### src/rtl/izh_pkg.sv
// Shared types and constants for the time-multiplexed Izhikevich scheduler.
// Q9.7 fixed point: 16-bit two's complement with 7 fractional bits.
package izh_pkg;

  typedef logic signed [15:0] fx16_t;

  localparam fx16_t IZH_A      = 16'sh0018;
  localparam fx16_t IZH_B      = 16'sh0008;
  localparam fx16_t IZH_C      = 16'sh001E;
  localparam fx16_t IZH_D      = 16'sh0004;
  localparam fx16_t IZH_THRESH = 16'sh0F00;

  typedef enum logic [2:0] {
    S_IDLE,
    S_LOAD,
    S_UPDATE,
    S_EMIT,
    S_DONE
  } sched_state_t;

endpackage

### src/rtl/izh_update.sv
// Combinational single-neuron Izhikevich next-state: (v, u, I) -> (v', u', spike).
// Intermediate products are 32-bit signed; results wrap to W bits.
module izh_update
  import izh_pkg::*;
#(
  parameter int W = 16
) (
  input  logic signed [W-1:0] v,
  input  logic signed [W-1:0] u,
  input  logic signed [W-1:0] i_cur,
  output logic signed [W-1:0] v_next,
  output logic signed [W-1:0] u_next,
  output logic                spike
);

  localparam logic signed [31:0] A32 = 32'(IZH_A);
  localparam logic signed [31:0] B32 = 32'(IZH_B);

  function automatic logic signed [31:0] sext32(input logic signed [W-1:0] x);
    return {{(32-W){x[W-1]}}, x};
  endfunction

  function automatic logic signed [W-1:0] wrap_w(input logic signed [31:0] x);
    return x[W-1:0];
  endfunction

  logic signed [31:0] v32;
  logic signed [31:0] u32;
  logic signed [31:0] i32;
  logic signed [31:0] vsq;
  logic signed [31:0] v_sum;
  logic signed [31:0] du;
  logic signed [31:0] u_sum;

  always_comb begin
    v32   = sext32(v);
    u32   = sext32(u);
    i32   = sext32(i_cur);
    vsq   = 32'sd2 * v32 * v32;
    v_sum = v32 + (vsq >>> 7) + 32'sd5 * v32 - u32 + i32;
    du    = (A32 * (B32 * v32 - u32)) >>> 7;
    u_sum = u32 + du;
    spike = (v >= IZH_THRESH);
    if (spike) begin
      v_next = IZH_C;
      u_next = u + IZH_D;
    end else begin
      v_next = wrap_w(v_sum);
      u_next = wrap_w(u_sum);
    end
  end

endmodule

### src/rtl/izh_scheduler.sv
// Walks N_NEURONS neurons through one shared Izhikevich datapath per tick,
// writing state back and emitting a valid/ready spike event per firing neuron.
module izh_scheduler
  import izh_pkg::*;
#(
  parameter int N_NEURONS = 4,
  parameter int ID_W      = $clog2(N_NEURONS),
  parameter int W         = 16
) (
  input  logic            clk,
  input  logic            reset_n,
  input  logic            tick,
  input  logic            cur_wr_en,
  input  logic [ID_W-1:0] cur_wr_addr,
  input  logic [W-1:0]    cur_wr_data,
  input  logic [ID_W-1:0] probe_addr,
  output logic [W-1:0]    probe_v,
  output logic            busy,
  output logic            step_done,
  output logic            overrun,
  output logic            spike_valid,
  input  logic            spike_ready,
  output logic [ID_W-1:0] spike_id
);

  localparam logic [ID_W-1:0] LAST_IDX = ID_W'(N_NEURONS - 1);

  sched_state_t state, state_n;
  logic [ID_W-1:0] idx;
  logic            last;
  logic            adv_idx;
  logic            start;

  logic signed [W-1:0] v_mem   [N_NEURONS];
  logic signed [W-1:0] u_mem   [N_NEURONS];
  logic signed [W-1:0] cur_mem [N_NEURONS];

  logic signed [W-1:0] v_p1;
  logic signed [W-1:0] u_p1;
  logic signed [W-1:0] i_p1;
  logic signed [W-1:0] v_upd;
  logic signed [W-1:0] u_upd;
  logic                spk;

  assign last  = (idx == LAST_IDX);
  assign start = (state == S_IDLE) && tick;

  always_comb begin
    state_n = state;
    adv_idx = 1'b0;
    unique case (state)
      S_IDLE:   if (tick) state_n = S_LOAD;
      S_LOAD:   state_n = S_UPDATE;
      S_UPDATE: begin
        if (spk) begin
          state_n = S_EMIT;
        end else if (last) begin
          state_n = S_DONE;
        end else begin
          state_n = S_LOAD;
          adv_idx = 1'b1;
        end
      end
      S_EMIT: begin
        if (spike_ready) begin
          if (last) begin
            state_n = S_DONE;
          end else begin
            state_n = S_LOAD;
            adv_idx = 1'b1;
          end
        end
      end
      S_DONE:   state_n = S_IDLE;
      default:  state_n = S_IDLE;
    endcase
  end

  always_ff @(posedge clk) begin
    if (!reset_n) begin
      state       <= S_IDLE;
      idx         <= '0;
      busy        <= 1'b0;
      step_done   <= 1'b0;
      overrun     <= 1'b0;
      spike_valid <= 1'b0;
      spike_id    <= '0;
    end else begin
      state <= state_n;
      if (start) begin
        idx <= '0;
      end else if (adv_idx) begin
        idx <= idx + 1'b1;
      end
      if (start) begin
        busy <= 1'b1;
      end else if (state == S_DONE) begin
        busy <= 1'b0;
      end
      step_done <= (state == S_DONE);
      // Any tick outside IDLE (including the DONE cycle) is dropped and flagged.
      if (tick && (state != S_IDLE)) begin
        overrun <= 1'b1;
      end
      if ((state == S_UPDATE) && spk) begin
        spike_valid <= 1'b1;
        spike_id    <= idx;
      end else if ((state == S_EMIT) && spike_ready) begin
        spike_valid <= 1'b0;
      end
    end
  end

  // State file: cleared on reset, probe read registered without write-back bypass
  always_ff @(posedge clk) begin
    if (!reset_n) begin
      for (int n = 0; n < N_NEURONS; n++) begin
        v_mem[n]   <= '0;
        u_mem[n]   <= '0;
        cur_mem[n] <= '0;
      end
      probe_v <= '0;
    end else begin
      probe_v <= v_mem[probe_addr];
      if (cur_wr_en) begin
        cur_mem[cur_wr_addr] <= cur_wr_data;
      end
      if (state == S_UPDATE) begin
        v_mem[idx] <= v_upd;
        u_mem[idx] <= u_upd;
      end
    end
  end

  // Stage p1: operand latch, with same-cycle current write forwarded
  always_ff @(posedge clk) begin
    if (state == S_LOAD) begin
      v_p1 <= v_mem[idx];
      u_p1 <= u_mem[idx];
      i_p1 <= (cur_wr_en && (cur_wr_addr == idx)) ? cur_wr_data : cur_mem[idx];
    end
  end

  izh_update #(
    .W(W)
  ) u_update (
    .v      (v_p1),
    .u      (u_p1),
    .i_cur  (i_p1),
    .v_next (v_upd),
    .u_next (u_upd),
    .spike  (spk)
  );

endmodule

### config.mk
export PLATFORM = sky130hd
export DESIGN_NAME = izh_scheduler
export DESIGN_NICKNAME = d
export VERILOG_FILES = /design/src/rtl/izh_pkg.sv /design/src/rtl/izh_update.sv /design/src/rtl/izh_scheduler.sv
export SDC_FILE = /design/constraint.sdc
export NUM_CORES = 1
export LEC_CHECK = 0
export CELL_PAD_IN_SITES_DETAIL_PLACEMENT = 0
export CELL_PAD_IN_SITES_GLOBAL_PLACEMENT = 1
export CORE_MARGIN = 3
export CORE_UTILIZATION = 35
export CTS_BUF_LIST = sky130_fd_sc_hd__clkbuf_2 sky130_fd_sc_hd__clkbuf_4 sky130_fd_sc_hd__clkbuf_8
export DETAILED_ROUTE_END_ITERATION = 10
export PLACE_DENSITY_LB_ADDON = 0.1
export SETUP_SLACK_MARGIN = 0.05
export SYNTH_ARGS = -nofsm -noshare
export SYNTH_HDL_FRONTEND = slang
export SYNTH_HIERARCHICAL = 1
export SYNTH_SLANG_ARGS = --single-unit
export TNS_END_PERCENT = 100
### constraint.sdc
create_clock -name clk -period 11 [get_ports clk]
set_clock_uncertainty 0.05 [all_clocks]
set_input_delay 2.75 -clock clk [delete_from_list [all_inputs] [get_ports clk]]
set_output_delay 2.75 -clock clk [all_outputs]
set_load 0.005 [all_outputs]
# Yosys cells after proc, flatten, opt, wreduce, memory -nomap -nowiden
# Memories as Yosys holds them, arrays and structs flattened. A register that Yosys moved wholly into a read port is not among the register bits.
# Index checks and enable logic that the tools add are counted.
[word_totals]
ff_bits = 27
ram_bits = 192
input_bits = 25
output_inout_bits = 22
mem_count = 3
[classes]
add_sub_neg = 8
mul = 3
magnitude_cmp = 1
n_eq_ne = 8
muxes = 34
n_bitwise = 1
reduce_logical = 15
[mem_list]
columns = ["memory", "words", "width", "read_ports", "rd_clocked_by_memory_dff", "wr", "line_no", "source"]
rows = [
  ["cur_mem", 4, 16, 1, 1, 4, "izh_scheduler.sv:36", "logic signed [W-1:0] cur_mem [N_NEURONS];"],
  ["u_mem", 4, 16, 1, 1, 4, "izh_scheduler.sv:35", "logic signed [W-1:0] u_mem [N_NEURONS];"],
  ["v_mem", 4, 16, 2, 2, 4, "izh_scheduler.sv:34", "logic signed [W-1:0] v_mem [N_NEURONS];"],
]
[ops]
columns = ["cell", "count"]
rows = [
  ["$mux W16", 6],
  ["$add A16 B16 Y16", 4],
  ["$reduce_or A16 Y1", 3],
  ["$mul A3 B32 Y20 const A", 1],
  ["$mul A16 B16 Y22", 1],
  ["$sub A19 B16 Y20", 1],
  ["$mux W1", 17],
  ["$add A16 B4 Y16 const B", 1],
  ["$ge A16 B13 Y1 const B", 1],
  ["$mul A4 B16 Y16 const A", 1],
  ["$sub A16 B16 Y16", 1],
  ["$mux W3", 4],
  ["$pmux W3 S4", 1],
  ["$mux W2", 5],
  ["$eq A3 B2 Y1 const B", 2],
  ["$logic_and A1 B1 Y1", 5],
  ["$ne A2 B2 Y1 const B", 2],
  ["$reduce_bool A2 Y1", 2],
  ["$eq A3 B1 Y1 const B", 1],
  ["$eq A3 B3 Y1 const B", 1],
  ["$logic_not A3 Y1", 1],
  ["$reduce_bool A3 Y1", 1],
  ["$add A2 B1 Y2 const B", 1],
  ["$eq A2 B2 Y1", 1],
  ["6 further kinds", 6],
]

# Depth between registers and ports, before layout
[depth]
ltp_word = 7
ltp_mapped = 38

# Cells and area by module
# Netlist, hierarchy kept.
[by_module_without_submodules]
columns = ["module", "n_inst", "cells_each", "area_each_um2", "seq_area_each_um2"]
rows = [
  ["izh_scheduler", 1, 670, 11491.0, 7787.5],
  ["izh_update", 1, 1243, 10495.1, 0.0],
]

# Worst setup path after synthesis
# No wires, ideal clock.
[synth_timing]
kind = "reg2reg"
start = "register v_p1[3], read port of v_mem"
end = "memory v_mem[3][15], data pin"
arrival_ns = 8.528
setup_slack_ns = 2.167
path_stages_with_launch = 37
path_buffers = 1
synth_period_minus_slack_ns = 8.833
path_cell_list = "edfxtp_1 -> clkbuf_1 -> nand2_1 -> inv_1 -> fa_1 -> inv_1 -> fa_1 -> fa_1 -> fa_1 -> inv_1 -> fa_1 -> inv_1 -> fa_1 -> inv_1 -> ha_1 -> o21a_1 -> o2111ai_1 -> o22ai_1 -> o41ai_4 -> o21bai_1 -> a21oi_1 -> xor2_1 -> fa_1 -> inv_1 -> fa_1 -> inv_1 -> fa_1 -> inv_1 -> ha_1 -> or2_2 -> a21oi_1 -> a31oi_1 -> a31o_2 -> xnor2_1 -> xnor2_1 -> nor2_1 -> and2_1"
[synth_rtl]
columns = ["element", "line_no", "source"]
rows = [
  ["from (decl)", "izh_scheduler.sv:38", "logic signed [W-1:0] v_p1;"],
  ["to (decl)", "izh_scheduler.sv:34", ""],
]

==> summary.txt <==
GRT
----------------------------------------------------------------------------------------
Vias in the first global route                                                     14760
Total gr overflow                                                                      0
Total Routing Usage GR                                                            0.1769
Global-route wire length before repair                                          89810 um
Antenna violations before repair                                                       3
Pin count of the biggest net entering global routing                                  54

SETUP PATH
----------------------------------------------------------------------------------------
Critical Path AT                                                                 9970 ps
Depth of the worst register-to-register path                                          35
Worst endpoint required time                                                    11280 ps
Sort of element at the end of the critical path                                flip-flop
Peak per-stage delay on the critical path                                         830 ps
Sum of buffers and inverters on the critical path                                      8
Crit path top cell by count                                                 sky130_fd_sc_hd__inv_1
Crit start category                                                            flip-flop
Class of the most critical setup path                                         reg -> reg
Maximum fanout encountered on the critical timing path                                16
Critical-path top delay cell                                                sky130_fd_sc_hd__edfxtp_1
Number of cells on the critical path                                                  35
Category of cells accounting for the largest share of critical-path delay    adder cells
Flop-to-flop setup slack                                                         1310 ps

YOSYS
----------------------------------------------------------------------------------------
Number of nets produced by synthesis                                                2303
Biggest area consumer among synthesized cells                               sky130_fd_sc_hd__edfxtp_1
Leading cell types by total area after synthesis                            sky130_fd_sc_hd__edfxtp_1 33%, sky130_fd_sc_hd__fa_1 17%, sky130_fd_sc_hd__ha_1 10%
Area share of the leading cell type in the synthesized netlist                    0.3278
Number of synthesized flops with an enable pin                                       240
Most frequent cell after synthesis                                          sky130_fd_sc_hd__inv_1
Average footprint of a synthesized cell                                        11.49 um2
Register bit count reported by yosys                                                 269
Part of the Yosys area used for sequential elements                               0.3542
Synthesized cell area                                                          21990 um2
Number of instances in the synthesized netlist                                      1913
Count of unique library cells instantiated by Yosys                                   79
Fraction of synthesis flops using an asynchronous set or reset pin                     0
Warnings, synthesis                                                                    6
Top flip-flop cell by instance count after synthesis                        sky130_fd_sc_hd__edfxtp_1
Synth cell count leaders                                                    344 x sky130_fd_sc_hd__inv_1, 240 x sky130_fd_sc_hd__edfxtp_1, 213 x sky130_fd_sc_hd__and2_1

TIMING
----------------------------------------------------------------------------------------
Post-layout min period                                                           9690 ps
Total setup violations reported at the end of the flow                                 0
Minimum hold slack                                                              439.6 ps
Summed negative setup slack over all endpoints                                      0 ps
Maximum clock frequency                                                        103.2 MHz
Max-slew headroom                                                                 0.2341
Tcrit/Tclk final                                                                  0.8809
Final hold violations                                                                  0
Actual slew at the worst max-slew pin                                            1149 ps
Count of pins over their slew limit                                                    0
RSZ-0062 raised after global routing                                                  no

FINAL LAYOUT
----------------------------------------------------------------------------------------
Area grow syn2layout                                                              11.36%
Final Net Count                                                                     2363
Final Core Density                                                                0.3953
Proportion of layout cells with a drive suffix above 1                            0.1159
Sequential cell area                                                            7790 um2
Fillcell total                                                                      6153
Footprint of the multi-input gates                                             12630 um2

CLOCK TREE
----------------------------------------------------------------------------------------
CTS sink count                                                                       269
Later-pin clock latency in the skew report                                        590 ps
Number of hold-repair buffers added at the cts stage                                   0
Number of gates resized after CTS                                                      0
Number of buffers created by CTS                                                      46
Clock tree from TritonCTS                                                          built
Post-CTS setup repair buffer count                                                     0
Root Driver                                                                 sky130_fd_sc_hd__clkbuf_8
Clock H-tree levels                                                                    2
Clk slew on worst S/H paths                                                        70 ps
Number of buffers between clock root and the deepest sink                              3

FLOORPLANNING
----------------------------------------------------------------------------------------
Die height                                                                      256.6 um
Die extent in x                                                                 256.6 um
Number of top-level pins                                                              47
Number of cell rows                                                                   91
Area of the die                                                                65860 um2
Core footprint                                                                 61940 um2
Initial Utilization                                                               0.3550

DRT
----------------------------------------------------------------------------------------
Detailed Route Iter0 Violations                                                      734
Post-route ant nets                                                                    0
Total via count in the routed design                                               13630
Final wirelength                                                                57320 um
Drt via density                                                                    4.784
DRC                                                                                    0
First drt pass iteration count                                                         7
Routed length per placed instance                                               20.12 um

PLACE
----------------------------------------------------------------------------------------
Placer Congestion                                                                 0.7852
DP Wirelength                                                                   41700 um
# port buffers                                                                        46

OUTCOME
----------------------------------------------------------------------------------------
Result of the run                                                           finished, final reports clean

MIN PATH
----------------------------------------------------------------------------------------
Cells on Worst Hold Path                                                               2
Min-Delay Path Class                                                          reg -> reg

JOB
----------------------------------------------------------------------------------------
Max-capacitance violation count                                                        0

[per-layer routing]
layer  GRT usage  part of all wire  wire [um]  up-vias
li1            -                 -          -     6501
met1      0.2592              0.49      27960     6883
met2      0.2887              0.47      26840      196
met3     0.01679             0.030       1707       49
met4     0.03150             0.014        809        0
met5           0                 0          0        -
[flip-flops by register name, indices dropped and copies added (netlist names), named ones only]
signal,flops
overrun,1
v_p1,16
v_mem,64
spike_valid,1
i_p1,16
state,3
u_mem,64
spike_id,2
probe_v,16
u_p1,16
busy,1
idx,2
cur_mem,64
step_done,1
[stage by stage]
| step | worst slack, ps | area (um2) | std cells |
|---|---|---|---|
| 4_1_cts | 1210 | 24480 | 2848 |
| 2_1_floorplan | 2167 | 21990 | 1913 |
| 6_report | 1310 | 24480 | 2849 |
| 3_3_place_gp | 1350 | 23450 | 2762 |
| 3_5_place_dp | 1248 | 23450 | 2762 |
| 5_1_grt | 609.0 | 24480 | 2849 |
[final timing paths]
| kind | startpoint | endpoint |
|---|---|---|
| max | v_p1[3] | v_mem[0][15] |
| min | overrun | overrun |
| max reg2reg | v_p1[3] | v_mem[0][15] |
| min reg2reg | overrun | overrun |
[worst min-delay path: stages, from the launching register on]
cell	delay (ps)
sky130_fd_sc_hd__dfxtp_1	340
sky130_fd_sc_hd__a21oi_1	50
sky130_fd_sc_hd__nor2_1	70
[cells in the final DEF (no fill, tap or decap), types with 6 or more instances in the layout]
master and count:
sky130_fd_sc_hd__inv_1 344, sky130_fd_sc_hd__edfxtp_1 240, sky130_fd_sc_hd__and2_1 213, sky130_fd_sc_hd__fa_1 187, sky130_fd_sc_hd__ha_1 178, sky130_fd_sc_hd__nand2_1 90, sky130_fd_sc_hd__xnor2_1 82, sky130_fd_sc_hd__nor2_1 70
sky130_fd_sc_hd__mux4_2 58, sky130_fd_sc_hd__clkbuf_8 57, sky130_fd_sc_hd__a21oi_1 52, sky130_fd_sc_hd__clkdlybuf4s50_1 45, sky130_fd_sc_hd__nor3_1 31, sky130_fd_sc_hd__buf_4 30, sky130_fd_sc_hd__and3_1 27, sky130_fd_sc_hd__o21ai_0 27
sky130_fd_sc_hd__dfxtp_1 27, sky130_fd_sc_hd__xor2_1 17, sky130_fd_sc_hd__nand2b_1 16, sky130_fd_sc_hd__nand3_1 15, sky130_fd_sc_hd__nor2b_1 14, sky130_fd_sc_hd__o21a_1 13, sky130_fd_sc_hd__clkinv_2 11, sky130_fd_sc_hd__mux2_4 10
sky130_fd_sc_hd__mux2_2 9, sky130_fd_sc_hd__o21ai_1 9, sky130_fd_sc_hd__o21bai_1 9, sky130_fd_sc_hd__a21o_1 8, sky130_fd_sc_hd__or3_1 7, sky130_fd_sc_hd__a211oi_1 7, sky130_fd_sc_hd__clkbuf_4 7, sky130_fd_sc_hd__or2_2 7
sky130_fd_sc_hd__mux4_1 6
[layout make-up]
class	count	share of cell area
Timing Repair Buffer	76	0.02780
Clock buffer	64	0.03419
Tap cell	837	0.04277
Clock inverter	22	0.007972
Inverter	347	0.05320
Multi-Input combinational cell	1233	0.5158
Antenna cell	1	0.0001022
Sequential cell	269	0.3182
[cell families after synthesis]
group           synth area share
compound gates           0.05088
simple gates              0.1294
buf+inv                  0.07330
mux                      0.07939
fa+ha+maj                 0.2716
xor+xnor                 0.04126
flops                     0.3542
Power is left out: the tool's default activity adds up to more than one toggle a clock period on the data nets, which glitch-free logic cannot reach.
